### src/rtl/bbs_pkg.sv
// Shared types, default constants and the modular-reduction helper for the
// Blum-Blum-Shub stream generator.
package bbs_pkg;

  // Top-level controller states.
  typedef enum logic [1:0] {
    IDLE,
    LOAD,
    ITER,
    CAPT
  } bbs_state_t;

  // Default modulus (p*q with p, q = 3 mod 4) and default reset seed.
  localparam longint unsigned BBS_DEF_MOD  = 64'd40633;
  localparam longint unsigned BBS_DEF_SEED = 64'd884;

  // Widest state supported; keeps the WIDTH+1-bit intermediates inside the
  // 64-bit helper below.
  localparam int BBS_MAX_WIDTH = 62;

  // Single conditional subtract. Valid as a full reduction only when the
  // operand is already below 2*m, which the squarer guarantees.
  function automatic logic [63:0] bbs_cond_sub(input logic [63:0] a,
                                               input logic [63:0] m);
    return (a >= m) ? (a - m) : a;
  endfunction

endpackage

### src/rtl/bbs_modsq_seq.sv
// Iterative shift-add modular squarer: sq = x*x mod MOD, one multiplier bit
// per clock, MSB first. go clears the accumulator and arms WIDTH steps.
// ready flags the final multiplier bit; the step taken while busy && ready
// completes sq, which then holds until the next go.
module bbs_modsq_seq
  import bbs_pkg::*;
#(
  parameter int              WIDTH = 16,
  parameter longint unsigned MOD   = BBS_DEF_MOD
) (
  input  logic             clk,
  input  logic             reset,
  input  logic             go,
  input  logic [WIDTH-1:0] x,
  output logic             busy,
  output logic             ready,
  output logic [WIDTH-1:0] sq
);

  localparam int          IDX_W  = $clog2(WIDTH);
  localparam logic [63:0] MOD_64 = 64'(MOD);

  logic [WIDTH-1:0] acc;
  logic [IDX_W-1:0] idx;
  logic             run;

  logic [WIDTH-1:0] acc_dbl;
  logic [WIDTH:0]   acc_add;
  logic [WIDTH-1:0] acc_nxt;

  // One Horner step: acc = (2*acc mod MOD + x[idx]*x) mod MOD, computed in
  // WIDTH+1 bits so neither the doubling nor the addition can overflow.
  // NOTE: every always_comb output is a pure function of its inputs and is
  // assigned on every path, so no latch can be inferred.
  always_comb begin
    acc_dbl = WIDTH'(bbs_cond_sub(64'({acc, 1'b0}), MOD_64));
    acc_add = {1'b0, acc_dbl} + (x[idx] ? {1'b0, x} : '0);
    acc_nxt = WIDTH'(bbs_cond_sub(64'(acc_add), MOD_64));
  end

  // Accumulator and bit index; go restarts, otherwise step while running.
  // NOTE: sequential state uses non-blocking assignments so every register
  // samples the pre-edge values regardless of statement order.
  always_ff @(posedge clk or posedge reset) begin
    if (reset) begin
      acc <= '0;
      idx <= '0;
      run <= 1'b0;
    end else if (go) begin
      acc <= '0;
      idx <= IDX_W'(WIDTH - 1);
      run <= 1'b1;
    end else if (run) begin
      acc <= acc_nxt;
      if (idx == '0) begin
        run <= 1'b0;
      end else begin
        idx <= idx - 1'b1;
      end
    end
  end

  assign busy  = run;
  assign ready = (idx == '0);
  assign sq    = acc;

endmodule

### src/rtl/bbs_stream_gen.sv
// Blum-Blum-Shub bit-stream generator. Each start produces OUT_BITS bits,
// one per squaring x <= x*x mod MOD, shifted into result MSB-first.
// Optional build macro BBS_PARITY_EN: output bit is the parity of the new x
// instead of its LSB; the state sequence is the same either way.
module bbs_stream_gen
  import bbs_pkg::*;
#(
  parameter int              WIDTH    = 16,
  parameter longint unsigned MOD      = BBS_DEF_MOD,
  parameter longint unsigned SEED     = BBS_DEF_SEED,
  parameter int              OUT_BITS = 256
) (
  input  logic                clk,
  input  logic                reset,
  input  logic                start,
  input  logic                seed_load,
  input  logic [WIDTH-1:0]    seed_in,
  output logic                busy,
  output logic                done,
  output logic                seed_err,
  output logic [OUT_BITS-1:0] result,
  output logic [WIDTH-1:0]    state_x
);

  // Reject impossible configurations at elaboration.
  if (WIDTH < 2 || WIDTH > BBS_MAX_WIDTH) begin : g_bad_width
    $fatal(1, "bbs_stream_gen: WIDTH out of range");
  end
  if (MOD <= 64'd2 || MOD >= (64'd1 << WIDTH)) begin : g_bad_mod
    $fatal(1, "bbs_stream_gen: MOD must satisfy 2 < MOD < 2**WIDTH");
  end
  if (SEED < 64'd2 || SEED >= MOD) begin : g_bad_seed
    $fatal(1, "bbs_stream_gen: SEED must satisfy 2 <= SEED < MOD");
  end
  if (OUT_BITS < 1) begin : g_bad_out
    $fatal(1, "bbs_stream_gen: OUT_BITS must be at least 1");
  end

  localparam int                CNT_W    = $clog2(OUT_BITS + 1);
  localparam logic [CNT_W-1:0]  CNT_LAST = CNT_W'(OUT_BITS - 1);
  localparam logic [WIDTH:0]    MOD_W    = MOD[WIDTH:0];
  localparam logic [WIDTH-1:0]  SEED_X   = SEED[WIDTH-1:0];

  bbs_state_t          state_q, state_d;
  logic [WIDTH-1:0]    x_q;
  logic [CNT_W-1:0]    count;
  logic                seed_ok;
  logic                out_bit;
  logic [OUT_BITS-1:0] result_shift;

  logic                mod_go;
  logic                mod_busy;
  logic                mod_ready;
  logic [WIDTH-1:0]    mod_sq;

  bbs_modsq_seq #(
    .WIDTH (WIDTH),
    .MOD   (MOD)
  ) u_modsq (
    .clk   (clk),
    .reset (reset),
    .go    (mod_go),
    .x     (x_q),
    .busy  (mod_busy),
    .ready (mod_ready),
    .sq    (mod_sq)
  );

  // A seed is usable only inside [2, MOD); 0 and 1 are fixed points.
  assign seed_ok = (seed_in >= WIDTH'(2)) && ({1'b0, seed_in} < MOD_W);

`ifdef BBS_PARITY_EN
  assign out_bit = ^mod_sq;
`else
  assign out_bit = mod_sq[0];
`endif

  if (OUT_BITS == 1) begin : g_one_bit
    assign result_shift = out_bit;
  end else begin : g_multi_bit
    assign result_shift = {result[OUT_BITS-2:0], out_bit};
  end

  assign mod_go  = (state_q == LOAD);
  assign state_x = x_q;

  // Controller state register.
  always_ff @(posedge clk or posedge reset) begin
    if (reset) begin
      state_q <= IDLE;
    end else begin
      state_q <= state_d;
    end
  end

  // Next-state: one LOAD, WIDTH ITER steps and one CAPT per generated bit.
  always_comb begin
    state_d = state_q;
    case (state_q)
      IDLE:    if (start) state_d = LOAD;
      LOAD:    state_d = ITER;
      ITER:    if (mod_busy && mod_ready) state_d = CAPT;
      CAPT:    state_d = (count == CNT_LAST) ? IDLE : LOAD;
      default: state_d = IDLE;
    endcase
  end

  // Seed handling, run bookkeeping and capture of each squared state.
  always_ff @(posedge clk or posedge reset) begin
    if (reset) begin
      x_q      <= SEED_X;
      result   <= '0;
      count    <= '0;
      busy     <= 1'b0;
      done     <= 1'b0;
      seed_err <= 1'b0;
    end else begin
      done     <= 1'b0;
      seed_err <= 1'b0;
      case (state_q)
        IDLE: begin
          if (seed_load) begin
            if (seed_ok) begin
              x_q <= seed_in;
            end else begin
              seed_err <= 1'b1;
            end
          end
          if (start) begin
            result <= '0;
            count  <= '0;
            busy   <= 1'b1;
          end
        end
        CAPT: begin
          x_q    <= mod_sq;
          result <= result_shift;
          count  <= count + 1'b1;
          if (count == CNT_LAST) begin
            busy <= 1'b0;
            done <= 1'b1;
          end
        end
        default: ;
      endcase
    end
  end

endmodule

### config.mk
export PLATFORM = sky130hd
export DESIGN_NAME = bbs_stream_gen
export DESIGN_NICKNAME = d
export VERILOG_FILES = /design/src/rtl/bbs_pkg.sv /design/src/rtl/bbs_modsq_seq.sv /design/src/rtl/bbs_stream_gen.sv
export SDC_FILE = /design/constraint.sdc
export NUM_CORES = 1
export LEC_CHECK = 0
export ABC_AREA = 0
export CAP_MARGIN = 5
export CORE_UTILIZATION = 55
export DETAILED_ROUTE_END_ITERATION = 10
export MAX_ROUTING_LAYER = met4
export PLACE_DENSITY = 0.95
export SLEW_MARGIN = 40
export SYNTH_ARGS = -nofsm -noshare
export SYNTH_HDL_FRONTEND = slang
export SYNTH_SLANG_ARGS = --single-unit
### constraint.sdc
create_clock -name clk -period 16.7 [get_ports clk]
set_input_delay 2.505 -clock clk [delete_from_list [all_inputs] [get_ports clk]]
set_output_delay 2.505 -clock clk [all_outputs]
set_load 0.01 [all_outputs]
==> After elaboration in Yosys (flattened, before gate mapping) <==
Index checks and enable logic that the tools add are counted.
{ "word_totals": {"word_cells": 73, "ff_bits": 307, "inputBits": 20, "out_inout_bits": 275} }
{ "classes": {"addsub": 5, "n_reduce_logical": 11, "order_cmp": 5, "eq_ne": 10, "muxes": 32} }
{ "op_table": {"columns": ["op", "count"], "rows": [
  ["$pmux 256 s2", 1],
  ["$mux 256", 1],
  ["$mux 16", 7],
  ["$ge 17x16->1 const B", 2],
  ["$pmux 16 s2", 1],
  ["$sub 16x16->16 const B", 2],
  ["$pmux 9 s2", 1],
  ["$add 16x16->17", 1],
  ["$ge 16x2->1 const B", 1],
  ["$lt 16x16->1 const B", 1],
  ["$mux 1", 12],
  ["$mux 4", 3],
  ["$ne 2x2->1 const B", 6],
  ["$add 9x1->9 const B", 1],
  ["$eq 9x8->1 const B", 1],
  ["$mux 9", 1],
  ["$pmux 2 s4", 1],
  ["$reduce_and 2->1", 3],
  ["$reduce_and 3->1", 2],
  ["$lt 4x5->1 const B", 1],
  ["$bmux 1 s4", 1],
  ["$eq 2x2->1 const B", 2],
  ["$logic_not 4->1", 1],
  ["$mux 2", 2],
  ["other kinds (6)", 8]
]} }

==> Logic depth before layout (Yosys ltp) <==
{ "depth": {"ltp_word": 8, "ltp_mapped": 21, "mapped_depth_nobuf": 19} }

==> Cells and area by module <==
From an unflattened synthesis, not the netlist that was laid out.
{ "unflattened": {"cells_unflattened": 1053, "hier_area_um2": 13354.1} }
{ "by_module_without_submodules": {"columns": ["mod", "cells_per_inst", "area_each_um2", "seq_area_each_um2", "instances"], "rows": [
  ["bbs_stream_gen", 714, 10600.2, 7164.4, 1],
  ["bbs_modsq_seq", 339, 2753.9, 525.5, 1]
]} }

==> Worst setup path after synthesis <==
No wires, ideal clock.
{ "synth_timing": {"path_type": "register to register", "from": "reg u_modsq.acc[0] (netlist: u_modsq.sq[0])", "to": "reg u_modsq.acc[13] (netlist: u_modsq.sq[13])", "path_stages_with_launch": 19, "n_path_buf": 0, "synth_period_minus_slack_ns": 5.240, "setup_slack_ns": 11.460, "t_arrival_ns": 5.141, "cell_sequence": "dfrtp_1 inv_1 ha_1 o21ai_0 a21oi_1 and3b_1 or3_1 a21oi_1 clkinv_1 ha_1 fa_1 a21oi_1 o21ai_1 a22o_4 a311oi_4 nand4_4 o21a_4 or4_1 a311oi_1"} }
{ "synth_via": {"elab_chain_len": 7, "elab_cells_between_ends": 9, "cone_classes": "add/sub (3); order compare (2); mux (4)"} }
{ "synth_lines": {"columns": ["item", "line", "text"], "rows": [
  ["start, declared", "bbs_modsq_seq.sv:23", "logic [WIDTH-1:0] acc;"],
  ["start signal, assigned", "bbs_modsq_seq.sv:54", "acc <= acc_nxt;"],
  ["$sub 16x16->16 or $ge 17x16->1 (tied branches)", "bbs_pkg.sv:25", "return (a >= m) ? (a - m) : a;"],
  ["$mux 16 *", "bbs_pkg.sv:25", null],
  ["$add 16x16->17 *", "bbs_modsq_seq.sv:37", "acc_add = {1'b0, acc_dbl} + (x[idx] ? {1'b0, x} : '0);"],
  ["$sub 16x16->16 or $ge 17x16->1 (tied branches)", "bbs_pkg.sv:25", null],
  ["$mux 16 *", "bbs_pkg.sv:25", null],
  ["$mux 16 *", "bbs_modsq_seq.sv:53", "end else if (run) begin"],
  ["$mux 16 *", "bbs_modsq_seq.sv:49", "end else if (go) begin"]
]} }
Mark *: on every way between the ends. The rest lies on a longest branch, timed or not. The select of a mux whose other input is x is not followed.
A chain may end at the register's enable or synchronous reset.

==> Final worst setup path <==
Same ends and word-level chain as after synthesis.

==> results_dict.tcl <==
set metrics [dict create \
    status "complete, no violations" \
    synthCells 1091 \
    crit_type "register to register" \
    busiest_layer "met2" \
    r2r_cells 18 \
    fillers 1472 \
    initial_core_util_pct 56.41 \
    multi_input_area_um2 5235 \
    powerDensity_nw_per_um2 175.3 \
    antenna_found_initial 0 \
    numCtsBuffers 31 \
    hold_viol 0 \
    fin_worst_skew_ns 0.01123 \
    synthToLayoutAreaGrowth_pct 31.22 \
    cp_max_fo 18 \
    hp-class "register to register" \
    max-vdd-ir-drop_mv 0.2501 \
    via_count 10693 \
    setup_violations 0 \
    drive_gt1_share_pct 6.158 \
    cts_setup_buffers 0 \
    grt_pass1_vias 10177 \
    cts.sinks 307 \
    timing.rr.start "u_modsq.sq[0]" \
    clk_latency_ns 0.56 \
    gr-usage-met1_pct 38.24 \
    timing.critical_path.to "u_modsq.sq[13]" \
    p_leak_nw 7.792 \
    worstPathRequired_ns 17.16 \
    overflow 0 \
    synth_area_um2 13320 \
    crit_cells 18 \
    initialDrtViolationCount 979 \
    syn_nets 1138 \
    gr-usage-all-layers_pct 30.85 \
    crit_start "u_modsq.sq[0]" \
    synth_ff_type "dfrtp_1" \
    cts.path.max_buffers 3 \
    tightest_slew_ns 0.8656 \
    antenna_cells 0 \
    end_kind "register" \
    fp.coreArea_um2 23610 \
    fmax_mhz 163.1 \
    wirelength_mm 38.35 \
    yosys.cell_types.count 75 \
    firstDrtPassIters 7 \
    vias_per_cell 6.354 \
    detail-route-antenna-nets 0 \
    regToRegSetupSlack_ns 10.57 \
    top_level_ports 295 \
    route.detailed.drc 0 \
    register_area_um2 7690 \
    cts.repair.resized 0 \
    cts_max_level 1 \
    fin_area_um2 17480 \
    nNetsFinal 1391 \
    critical-path-top-delay-family "compound AO/OA/AOI/OAI gates" \
    crit_slowest_cell "a21oi_1" \
    ys_seq_elements 307 \
    worst_ep_arrival_time_ns 6.59 \
    grt_first_pass_wirelength_mm 58.00 \
    synth_edf_count 0 \
    holdBufCountCts 0 \
    die_x_um 157.6 \
    critical_path_buf_inv_count 2 \
    grt_max_degree 129 \
    slew_headroom_pct 42.29 \
    dieArea_um2 24840 \
    post-route-period-util_pct 36.72 \
    cp_common_cell "a21oi_1" \
    crit_chain "inv_1, ha_1, o21ai_0, a21oi_1, and3b_1, or3_1, a21oi_1, clkinv_1, ha_1, fa_1, a21oi_1, o21ai_1, a22o_4, a311oi_4, nand4_4, o21a_4, or4_1, a311oi_1" \
    worstReg2RegEnd "u_modsq.sq[13]" \
    grt_util_met3_pct 5.995 \
    synth-async-reset-ratio_pct 100.0 \
    yosysSeqAreaShare_pct 57.74 \
    placedInstanceArea_um2 16460 \
    path_clk_slew_ns 0.06 \
    wl_per_cell_um 22.79 \
    dp.final_hpwl_mm 24.93 \
    cts_tree "yes" \
    io_buffers 294 \
    cts_root_buffer "clkbuf_16" \
    max_stage_delay_ns 0.59 \
    report.final.slew_viol_count 0 \
    fp-row-count 56 \
    start_kind "register" \
    gp_congestion 0.9351 \
    die_h_um 157.6 \
    met2_usage_pct 49.89 \
    cap_violations 0 \
    syn_area_per_cell_um2 12.21 \
    min_period_ns 6.132 \
    tns_ns 0 \
    ys_warn_count 0 \
    rsz0062_at_grt "false" \
]
[power breakdown]
group / internal (W) / switching (W) / total, W
combinational: 0.000614 / 0.000895 / 0.00151
sequential: 0.000805 / 0.0000666 / 0.000872
clock: 0.000398 / 0.000286 / 0.000683
total: 0.00182 / 0.00125 / 0.00306
[worst reg2reg max path, delay by kind of cell, from the launching register on]
kind,cells,cell delay (ns)
AO/OA/AOI/OAI,9,2.78
buffers and inverters,2,0.55
AND/OR/NAND/NOR,4,1.28
flip-flops,1,0.42
adder cells (fa/ha/maj),3,1.00
[worst min path at each step]
stage           startpoint           to  slack [ns]  cells after the start
2_1_floorplan     count[8]     count[8]        0.48                      2
3_3_place_gp   result[255]  result[255]        0.48                      1
3_5_place_dp   result[255]  result[255]        0.50                      1
4_1_cts               busy         busy        0.52                      2
5_1_grt         result[54]   result[54]        0.54                      1
6_report              busy         busy        0.52                      2
[layout make-up]
cell class,count,area share (%)
Sequential cell,307,44.00
Timing Repair Buffer,303,17.45
Clock inverter,8,0.6157
Tap cell,319,2.284
Inverter,25,0.6085
Clock buffer,45,5.083
Multi-Input combinational cell,676,29.95
[stage by stage]
| step | worst slack [ns] | power, W | hold slack [ns] | util, % | std cells |
|---|---|---|---|---|---|
| 3_5_place_dp | 10.63 | 0.002340 | 0.4980 | 69.72 | 1629 |
| 5_1_grt | 10.12 | 0.003254 | 0.5398 | 74.01 | 1683 |
| 4_1_cts | 10.61 | 0.003026 | 0.5212 | 73.93 | 1682 |
| 2_1_floorplan | 5.717 | 0.002022 | 0.4762 | - | 1091 |
| 3_3_place_gp | 10.81 | 0.002294 | 0.4846 | 69.53 | 1628 |
| 6_report | 10.57 | 0.003064 | 0.5212 | 74.01 | 1683 |
[cell usage in the layout (no fill, tap or decap), drive strengths merged, types with 10 or more instances in the layout]
cell type      synthesis  layout
a211oi                10      10
a21oi                 39      39
a22o                 257     257
a311oi                10      10
and2                  18      18
clkbuf                66      46
clkdlybuf4s50          0     294
dfrtp                301     301
ha                    26      26
inv                   24      24
mux2i                 18      18
nand2                 31      31
nand3                 16      16
nor2                  61      61
nor3                  12      12
o21ai                 25      25
xnor2                 18      18
xor2                  13      13
[synthesized netlist by cell type (all sizes together), types with 5 or more instances]
cell	instances	area share, %
dfrtp	301	57
a22o	257	17
clkbuf	66	1.9
nor2	61	1.7
a21oi	39	1.5
nand2	31	0.87
ha	26	2.4
o21ai	25	0.94
inv	24	0.68
and2	18	0.85
mux2i	18	1.4
xnor2	18	1.3
buf	17	0.62
nand3	16	0.60
xor2	13	0.85
nor3	12	0.45
a211oi	10	0.56
a311oi	10	0.79
o31ai	8	0.49
a21o	7	0.39
nand2b	7	0.33
nand4	7	0.44
or3	7	0.33
a31oi	6	0.28
dfstp	6	1.2
or4	6	0.34
mux4	5	0.85
nor4	5	0.23
o211ai	5	0.28
o21a	5	0.34
[flip-flops by register name, summed over array words and instances (netlist names)]
register,flops
busy,1
count,9
done,1
result,256
seed_err,1
state_q,2
state_x,16
u_modsq.busy,1
u_modsq.idx,4
u_modsq.sq,16
[per-layer routing]
layer / routed length, um / vias to the layer above / share of wire [%]
met1: 15090 / 5407 / 39
met4: 1763 / 0 / 4.6
met5: 0 / - / 0
met2: 18700 / 503 / 49
met3: 2794 / 126 / 7.3
li1: - / 4657 / -
[logic make-up after synthesis]
logic type / count (synthesis) / share of synthesized area, %
AND/OR/NAND/NOR: 188 / 7.187
AO/OA/AOI/OAI: 407 / 24.95
XOR/XNOR: 31 / 2.151
adder cells (fa/ha/maj): 27 / 2.593
flip-flops: 307 / 57.74
multiplexers: 23 / 2.198
buffers and inverters: 108 / 3.185
Power figures use the tool's default switching activity.
